`config.mk`:
```
export PLATFORM = sky130hd
export DESIGN_NAME = lf_tick_rx
export DESIGN_NICKNAME = d
export VERILOG_FILES = /design/src/rtl/lf_tick_rx_pkg.sv /design/src/rtl/lf_tick_rx_sync_edge_det.sv /design/src/rtl/lf_tick_rx.sv
export SDC_FILE = /design/constraint.sdc
export NUM_CORES = 1
export LEC_CHECK = 0
export ABC_CLOCK_PERIOD_IN_PS = 2500
export CAP_MARGIN = 20
export CORE_AREA = 4 4 85 87
export DETAILED_ROUTE_END_ITERATION = 16
export DIE_AREA = 0 0 89 91
export GPL_TIMING_DRIVEN = 0
export PLACE_DENSITY = 0.66
export SKIP_CTS_REPAIR_TIMING = 1
export SLEW_MARGIN = 15
export SYNTH_ARGS = -nofsm -noshare
export SYNTH_HDL_FRONTEND = slang
export SYNTH_HIERARCHICAL = 1
export SYNTH_SLANG_ARGS = --single-unit
```
`constraint.sdc`:
```
create_clock -name clk -period 2.5 [get_ports clk]
set_input_delay 0.25 -clock clk [delete_from_list [all_inputs] [get_ports clk]]
set_output_delay 0.25 -clock clk [all_outputs]
set_load 0.02 [all_outputs]
```
`src/rtl/lf_tick_rx_pkg.sv`:
```
// Shared constants for the slow-clock receiver: FSM encodings and default sizing.
package lf_tick_rx_pkg;

  localparam logic [1:0] ST_INIT   = 2'd0;
  localparam logic [1:0] ST_ARMED  = 2'd1;
  localparam logic [1:0] ST_LOCKED = 2'd2;
  localparam logic [1:0] ST_STALL  = 2'd3;

  localparam int          DEF_SYNC_STAGES = 2;
  localparam int          DEF_PERIOD_W    = 24;
  localparam int unsigned DEF_TIMEOUT     = 24'd8000000;

endpackage

```
`src/rtl/lf_tick_rx_sync_edge_det.sv`:
```
// Synchronizer chain for the slow clock plus a warm-up gated edge detector.
// rise is a combinational strobe one cycle ahead of the registered tick, so
// the top can update its state on the same edge that raises tick.
module sync_edge_det #(
  parameter int SYNC_STAGES = 2
) (
  input  logic clk,
  input  logic rst,
  input  logic din,
  output logic rise,
  output logic tick,
  output logic tick_fall,
  output logic warm_done
);

  localparam logic [2:0] WARM_CYC = 3'(SYNC_STAGES + 1);

  logic [SYNC_STAGES-1:0] sync_q;
  logic                   prev_q;
  logic [2:0]             warm_q;
  logic                   synced;
  logic                   fall;

  assign synced    = sync_q[SYNC_STAGES-1];
  assign warm_done = (warm_q == WARM_CYC);
  // Edges are ignored until the chain and prev_q hold real samples, so a
  // level present at reset release never looks like an edge.
  assign rise      = warm_done & synced & ~prev_q;
  assign fall      = warm_done & ~synced & prev_q;

  // Shift the asynchronous input through the synchronizer chain.
  always_ff @(posedge clk) begin
    if (rst) sync_q <= '0;
    else     sync_q <= {sync_q[SYNC_STAGES-2:0], din};
  end

  // Previous synced sample; tracks during warm-up too.
  always_ff @(posedge clk) begin
    if (rst) prev_q <= 1'b0;
    else     prev_q <= synced;
  end

  // Count warm-up cycles after reset release, then saturate.
  always_ff @(posedge clk) begin
    if (rst)             warm_q <= '0;
    else if (!warm_done) warm_q <= warm_q + 3'd1;
  end

  // Register the edge strobes into the one-cycle output pulses.
  always_ff @(posedge clk) begin
    if (rst) begin
      tick      <= 1'b0;
      tick_fall <= 1'b0;
    end else begin
      tick      <= rise;
      tick_fall <= fall;
    end
  end

endmodule

```
`src/rtl/lf_tick_rx.sv`:
```
// Slow-clock receiver: re-times clk_LF into clk, emits tick/tick_fall enables,
// measures the rise-to-rise period and flags a stalled divider.
// Pulse semantics: tick and tick_fall are single-cycle enables with no
// back-pressure; period, period_valid, tick_cnt and state change on the same
// edge that raises tick, so consumers can sample them alongside tick.
module lf_tick_rx
  import lf_tick_rx_pkg::*;
#(
  parameter int          SYNC_STAGES = DEF_SYNC_STAGES,
  parameter int          PERIOD_W    = DEF_PERIOD_W,
  parameter int unsigned TIMEOUT     = DEF_TIMEOUT
) (
  input  logic                clk,
  input  logic                btnC,
  input  logic                clk_LF,
  output logic                tick,
  output logic                tick_fall,
  output logic [PERIOD_W-1:0] period,
  output logic                period_valid,
  output logic                stalled,
  output logic [7:0]          tick_cnt,
  output logic [1:0]          state
);

  localparam logic [PERIOD_W-1:0] TMO = PERIOD_W'(TIMEOUT);

  logic                rise;
  logic                warm_done;
  logic [PERIOD_W-1:0] cnt;
  logic [1:0]          state_q;
  logic [1:0]          state_nxt;

  sync_edge_det #(
    .SYNC_STAGES(SYNC_STAGES)
  ) u_sync (
    .clk      (clk),
    .rst      (btnC),
    .din      (clk_LF),
    .rise     (rise),
    .tick     (tick),
    .tick_fall(tick_fall),
    .warm_done(warm_done)
  );

  // Cycles since the last tick: 1 in the tick cycle, saturating at the timeout.
  always_ff @(posedge clk) begin
    if (btnC)                         cnt <= '0;
    else if (rise)                    cnt <= PERIOD_W'(1);
    else if (warm_done && cnt != TMO) cnt <= cnt + PERIOD_W'(1);
  end

  // Next-state decode; an edge in the timeout cycle beats the stall.
  always_comb begin
    state_nxt = state_q;
    case (state_q)
      ST_INIT:   if (rise) state_nxt = ST_ARMED;  else if (cnt == TMO) state_nxt = ST_STALL;
      ST_ARMED:  if (rise) state_nxt = ST_LOCKED; else if (cnt == TMO) state_nxt = ST_STALL;
      ST_LOCKED: if (rise) state_nxt = ST_LOCKED; else if (cnt == TMO) state_nxt = ST_STALL;
      default:   if (rise) state_nxt = ST_ARMED;
    endcase
  end

  // State register.
  always_ff @(posedge clk) begin
    if (btnC) state_q <= ST_INIT;
    else      state_q <= state_nxt;
  end

  // Capture the period only when a previous rise gave a valid start point.
  always_ff @(posedge clk) begin
    if (btnC)
      period <= '0;
    else if (rise && (state_q == ST_ARMED || state_q == ST_LOCKED))
      period <= cnt;
  end

  // Free-running tick counter, wraps silently.
  always_ff @(posedge clk) begin
    if (btnC)      tick_cnt <= '0;
    else if (rise) tick_cnt <= tick_cnt + 8'd1;
  end

  assign state        = state_q;
  assign period_valid = (state_q == ST_LOCKED);
  assign stalled      = (state_q == ST_STALL);

endmodule

```
# [Yosys cells after proc, flatten, opt, wreduce, memory -nomap -nowiden]
# Cells that the tools add are included.
[totals] output_inout_bits=38 mem_bits_ro=0 ff_bits=66 n_memories=0 latchBits=0 elab_cells=40 ram_bits=0 input_bits=3
[op_classes] eq_ne=6 mux=7 n_addsub=3 multipliers=0 div_mod_pow=0 magnitude_cmp=0 shifts=0 reduce_logical=8 n_bitwise=6
[op_table] operator="adder 24 x 1 -> 24 bit (second input constant)" n=1
[op_table] operator="== test 24 x 23 -> 1 bit (second input constant)" n=1
[op_table] operator="inequality test 24 x 23 -> 1 bit (second input constant)" n=1
[op_table] operator="adder 8 x 1 -> 8 bit (second input constant)" n=1
[op_table] operator="two-way mux 2 bit" n=4
[op_table] operator="AND 1 bit" n=4
[op_table] operator="== test 2 bit (second input constant)" n=2
[op_table] operator="one-hot mux 2 bit (2 select lines)" n=1
[op_table] operator="OR reduction 2 bit" n=2
[op_table] operator="adder 3 x 1 -> 3 bit (second input constant)" n=1
[op_table] operator="== test 3 x 2 -> 1 bit (second input constant)" n=1
[op_table] operator="nonzero test 3 bit" n=1
[op_table] operator="== test 2 x 1 -> 1 bit (second input constant)" n=1
[op_table] operator="logical AND 1 bit" n=2
[op_table] operator="logical NOT 2 bit" n=1
[op_table] operator="two-way mux 1 bit" n=2
[op_table] operator="NOT 1 bit" n=2
[op_table] operator="nonzero test 2 bit" n=1
[op_table] operator="logical OR 1 bit" n=1

# [Longest topological paths before layout]
[logic_depth] ltp_word=5 ltp_mapped=9 ltp_nobuf=8

# [Cells and area by module]
# Netlist, hierarchy kept.
[modules_own_cells] module="lf_tick_rx" n_inst=1 area_per_inst_um2=2533.7 seq_area_each_um2=1161.1 cells_each=307
[modules_own_cells] module="sync_edge_det" n_inst=1 area_per_inst_um2=272.8 seq_area_each_um2=160.2 cells_each=24

# [Least setup slack after synthesis]
# No wires, ideal clock.
[synth_path] path_type="reg-to-reg" startpoint="register u_sync.warm_q[0]" endpoint="register period[10]" period_less_slack_ps=2008 setup_slack_ps=492 setup_time_ps=71 stages_incl_launch_ff=10 arrival_ps=1937 required_ps=2429 n_path_buf=2 path_cell_list="dfxtp_1 ha_1 ha_1 nand2_1 nor2_1 and2_1 clkbuf_1 clkbuf_1 nand2_1 a21oi_1"
[synth_via] elab_chain_len=4
[synth_rtl] element="from (decl)" line_no="lf_tick_rx_sync_edge_det.sv:20" text="logic [2:0] warm_q;"
[synth_rtl] element="from (signal assigned)" line_no="lf_tick_rx_sync_edge_det.sv:46" text="else if (!warm_done) warm_q <= warm_q + 3'd1;"
[synth_rtl] element="== test 3 x 2 -> 1 bit" line_no="lf_tick_rx_sync_edge_det.sv:25" text="assign warm_done = (warm_q == WARM_CYC);"
[synth_rtl] element="named net warm_done" line_no="lf_tick_rx.sv:28" text="logic warm_done;"
[synth_rtl] element="AND 1 bit (2 in a row)" line_no="lf_tick_rx_sync_edge_det.sv:28" text="assign rise = warm_done & synced & ~prev_q;"
[synth_rtl] element="named net rise" line_no="lf_tick_rx.sv:27" text="logic rise;"
[synth_rtl] element="logical AND 1 bit" line_no="lf_tick_rx.sv:73" text="else if (rise && (state_q == ST_ARMED || state_q == ST_LOCKED))"
[synth_rtl] element="to (signal assigned)" line_no="lf_tick_rx.sv:74" text="period <= cnt;"
[synth_rtl] element="to (decl)" line_no="lf_tick_rx.sv:18" text="output logic [PERIOD_W-1:0] period,"
# The timed path passes the listed nets, and every way through them passes these cells.
# A chain may end at the register's enable or synchronous reset.

# [Final worst setup path]
[layout_path] startpoint="register cnt[8]" endpoint="register cnt[11]"
[layout_via] elab_chain_len=2 elab_cells_between_ends=3 cone_classes="1 x add/sub; 1 x eq/ne; 1 x reduce/logical"
[layout_rtl] element="from (decl)" line_no="lf_tick_rx.sv:29" text="logic [PERIOD_W-1:0] cnt;"
[layout_rtl] element="from (signal assigned)" line_no="lf_tick_rx.sv:49" text="else if (warm_done && cnt != TMO) cnt <= cnt + PERIOD_W'(1);"
[layout_rtl] element="branches (longest 2 deep; another with adder 24 x 1 -> 24 bit)"
# Several ways; the timed one is not identified.

==> flow_summary.rst <==
.. list-table::
   :header-rows: 1

   * - Metric
     - Value
   * - Die span in y
     - 91 um
   * - Worst path bufs/invs
     - 2
   * - Initial DRT Pass Iterations
     - 4
   * - CTS Root Buffer Type
     - sky130_fd_sc_hd__clkbuf_8
   * - Final Max Tran Viols
     - 0
   * - Critical Path Source
     - cnt[8]$_SDFFE_PP0P_
   * - Average vias per placed instance
     - 5.31
   * - Reg clk slew, reported paths
     - 0.07 ns
   * - WS Path Type
     - flop to flop
   * - Overflow after GRT
     - 0
   * - Predominant post-synthesis flop cell
     - sky130_fd_sc_hd__dfxtp_1
   * - Cell-by-cell listing of the critical path
     - nor4b_1 > nand4_1 > o21ai_1 > clkbuf_2 > buf_2 > o21ai_0 > a21oi_1
   * - Busiest layer in global routing
     - met2
   * - DRC errors left
     - 0
   * - HPWL Detailed
     - around 4.5 mm
   * - Number of cells produced by synthesis
     - 331
   * - Critical path's top delay family
     - compound AO/OA/AOI/OAI gates
   * - Cell types occupying the most area after synthesis
     - sky130_fd_sc_hd__dfxtp_1 47%, sky130_fd_sc_hd__nand2_1 8.4%, sky130_fd_sc_hd__a21oi_1 7.7%
   * - Row cnt
     - 29
   * - Global-route wire length before repair
     - 10.6 mm
   * - Clock share of power
     - between 50 and 60%
   * - Sw frac
     - 19.8%
   * - # setup viols final
     - 0
   * - Count of distinct cell types in the synthesized netlist
     - 40
   * - Area share of the largest cell type after synthesis
     - around 47%
   * - Buffers added on ports
     - 40
   * - Depth of the CTS H-tree
     - 3
   * - Worst skew pair latency
     - between 0.3 and 0.4 ns
   * - Slack of the worst reg-to-reg path
     - 0.33 ns
   * - Max-cap violations
     - 0
   * - Dominant cell type by area after synthesis
     - sky130_fd_sc_hd__dfxtp_1
   * - Worst-path cell with the longest stage delay
     - sky130_fd_sc_hd__dfxtp_1
   * - Pwr dens
     - 683 nW/um2
   * - Depth of the most critical reg-to-reg path
     - 7
   * - CTS buffer count
     - 9
   * - Vias
     - 2,462
   * - Net count of the mapped netlist
     - 342
   * - IR Drop Worst-Case VDD
     - around 0.00040 V
   * - Crit path depth
     - 7
   * - Maximum number of pins on one net before global-route repair
     - 13
   * - Design internal power
     - 1.97 mW
   * - Proportion of layout cells with a drive suffix above 1
     - 8.79%
   * - Antenna Cells
     - 0
   * - Initial antenna violation count
     - 0
   * - Relative contribution of combinational cells to total power
     - around 4.0%
   * - Overall global routing resource usage
     - 16.6%
   * - Vias in the first global route
     - 2,262
   * - Residual antenna-violating net count after detailed routing
     - 0
   * - Met1 GRT Util
     - 22.7%
   * - Total routed wirelength
     - a little over 6 mm
   * - Final net count
     - 393
   * - Startpoint Class
     - flop
   * - Reg2reg start
     - cnt[8]$_SDFFE_PP0P_
   * - CP arrival
     - 2.44 ns
   * - P&R area growth vs syn
     - 28.3%
   * - Ratio of final minimum period to clock period
     - 86.9%
   * - Routed wire per std cell
     - 13.4 um
   * - Crit path time final
     - roughly 2.2 ns
   * - Post-synthesis average cell area
     - 8.48 um2
   * - Final Wtd Congestion
     - 0.820
   * - Total of warnings raised by yosys
     - 6
   * - Pin slew with the least headroom to its limit
     - 0.537 ns
   * - Reg2Reg Capture Point
     - cnt[11]$_SDFFE_PP0P_
   * - CP max stage delay
     - 0.36 ns
   * - Sequential fraction of the synthesis area
     - 47.1%
   * - Final hold violations
     - 0
   * - Switch Pwr
     - 487 uW
   * - Max Fanout on Critical Path
     - 10
   * - Initial Util
     - 44.2%
   * - Commonest cells after routing, fill and taps aside
     - 66 x sky130_fd_sc_hd__dfxtp_1, 63 x sky130_fd_sc_hd__nand2_1, 43 x sky130_fd_sc_hd__a21oi_1, 40 x sky130_fd_sc_hd__clkdlybuf4s50_1, 17 x sky130_fd_sc_hd__nor2_1
   * - Post-synthesis cell area
     - 2810 um2
   * - Fraction of registers with async set/reset
     - 0%
   * - Leading cell type in the layout, fill and taps excluded
     - sky130_fd_sc_hd__dfxtp_1
   * - Setup Total Neg Slack
     - 0 ns
   * - Setup clock skew after layout
     - 0.00512 ns
   * - Final worst setup slack
     - 0.328 ns
   * - Synthesis-stage register bit count
     - between 60 and 70
   * - Run status
     - finished clean
   * - Worst min-delay path class
     - flop to flop
   * - Fmax
     - 460 MHz
   * - Leakage dissipation
     - 1.21 nW
   * - Clock buffer depth
     - 2
   * - Endpoint of the most critical setup path
     - cnt[11]$_SDFFE_PP0P_
   * - TritonCTS clock tree
     - done
   * - Die area
     - 8100 um2
   * - CP endpoint kind
     - flop
   * - Number of synthesized flops with an enable pin
     - 0
   * - Die Span X
     - 89 um
   * - Number of DRC markers after the initial detailed-route iteration
     - ~120
   * - Area of the core region
     - 6350 um2
   * - Setup repair after global routing missed its margin
     - false
   * - Part of the power in registers
     - between 40% and 50%
   * - Num Clock Sinks
     - 66
   * - M2 GR Usage
     - 24.8%
   * - Worst max-slew margin expressed relative to the limit
     - about 64%
   * - WP data required
     - roughly 2.8 ns
   * - Top Ports
     - around 40
   * - DP Worst Slack
     - -0.0696 ns
   * - Global Route met3 Usage
     - ~3.6%
## cell type report
cell class / count / area [um2]
buffer: 16 / 77.6
multi-input combinational: 241 / 1390
clock inverter: 7 / 165
clock buffer: 9 / 124
fill: 610 / 2750
tap: 77 / 96.3
inverter: 8 / 30.0
sequential: 66 / 1320
timing repair buffer: 40 / 400
## sequential cells by signal, summed over array words and instances, names as in the netlist
register	cells
u_sync/tick_fall	1
u_sync/warm_q	3
u_sync/sync_q	2
u_sync/tick	1
state	2
period	24
u_sync/prev_q	1
cnt	24
tick_cnt	8
## cells in the mapped netlist, types with 3 or more instances
| cell | count |
|---|---|
| sky130_fd_sc_hd__or3_1 | 12 |
| sky130_fd_sc_hd__nand3_1 | 8 |
| sky130_fd_sc_hd__xnor2_1 | 3 |
| sky130_fd_sc_hd__o211ai_1 | 3 |
| sky130_fd_sc_hd__and2_1 | 3 |
| sky130_fd_sc_hd__or4_1 | 5 |
| sky130_fd_sc_hd__nand2_1 | 63 |
| sky130_fd_sc_hd__mux2i_1 | 3 |
| sky130_fd_sc_hd__o21ai_0 | 13 |
| sky130_fd_sc_hd__ha_1 | 8 |
| sky130_fd_sc_hd__nand4_1 | 9 |
| sky130_fd_sc_hd__nor3_1 | 4 |
| sky130_fd_sc_hd__inv_1 | 8 |
| sky130_fd_sc_hd__and3_1 | 3 |
| sky130_fd_sc_hd__nor2b_1 | 5 |
| sky130_fd_sc_hd__o31ai_1 | 5 |
| sky130_fd_sc_hd__nor4_1 | 3 |
| sky130_fd_sc_hd__clkbuf_1 | 11 |
| sky130_fd_sc_hd__nor2_1 | 18 |
| sky130_fd_sc_hd__xor2_1 | 8 |
| sky130_fd_sc_hd__a21oi_1 | 43 |
| sky130_fd_sc_hd__dfxtp_1 | 66 |
## how the worst min path moves through the flow
stage,startpoint,to,slack [ns],cells after the start
after global routing,u_sync/sync_q[0]$_SDFF_PP0_,u_sync/sync_q[1]$_SDFF_PP0_,0.46,1
after floorplan,btnC,u_sync/prev_q$_SDFF_PP0_,0.32,1
after CTS,u_sync/prev_q$_SDFF_PP0_,u_sync/tick$_SDFF_PP0_,0.44,1
final,u_sync/sync_q[0]$_SDFF_PP0_,u_sync/sync_q[1]$_SDFF_PP0_,0.44,1
after global placement,u_sync/sync_q[0]$_SDFF_PP0_,u_sync/sync_q[1]$_SDFF_PP0_,0.42,1
after detailed placement,u_sync/prev_q$_SDFF_PP0_,u_sync/tick$_SDFF_PP0_,0.43,1
## worst register-to-register path: cells and delay by family (launching register included)
| kind | cells | cell delay, ns |
|---|---|---|
| AOI/OAI and AO/OA | 3 | 0.60 |
| and+or+nand+nor | 2 | 0.60 |
| DFF | 1 | 0.36 |
| buffers and inverters | 2 | 0.55 |
## power by group through the flow
stage / combinational (mW) / clock [mW] / sequential (mW)
after floorplan: 0.0678 / 0 / 1.10
after global routing: 0.116 / 1.36 / 1.08
after global placement: 0.0941 / 0 / 1.10
after CTS: 0.0995 / 1.31 / 1.08
after detailed placement: 0.0989 / 0 / 1.10
final: 0.0993 / 1.28 / 1.08
## logic make-up (layout without fill, tap and decap cells)
logic type / Yosys count / count (layout) / synth area share [%]
DFF: 66 / 66 / 47.1
and+or+nand+nor: 148 / 148 / 27.3
AOI/OAI and AO/OA: 71 / 71 / 13.9
buffers and inverters: 24 / 80 / 3.70
muxes: 3 / 3 / 1.07
adders and majority gates: 8 / 8 / 3.57
xor gates and xnor gates: 11 / 11 / 3.43
## through the flow
stage	hold slack (ns)	power, mW	area, um2	util (%)	cells
4_1_cts	0.440	2.49	3590	56.6	464
6_report	0.440	2.46	3600	56.7	464
3_3_place_gp	0.423	1.20	3300	52.0	448
3_5_place_dp	0.429	1.20	3300	52.0	448
5_1_grt	0.461	2.56	3600	56.7	464
2_1_floorplan	0.322	1.17	2810	-	331
## layer usage
| layer | part of all wire, % | routed length, um | vias up |
|---|---|---|---|
| met2 | 44 | 2770 | 53 |
| met3 | 4.8 | 299 | 14 |
| met5 | 0 | 0 | - |
| li1 | - | - | 1267 |
| met1 | 49 | 3030 | 1128 |
| met4 | 2.1 | 129 | 0 |
(Power assumes the default switching activity.)
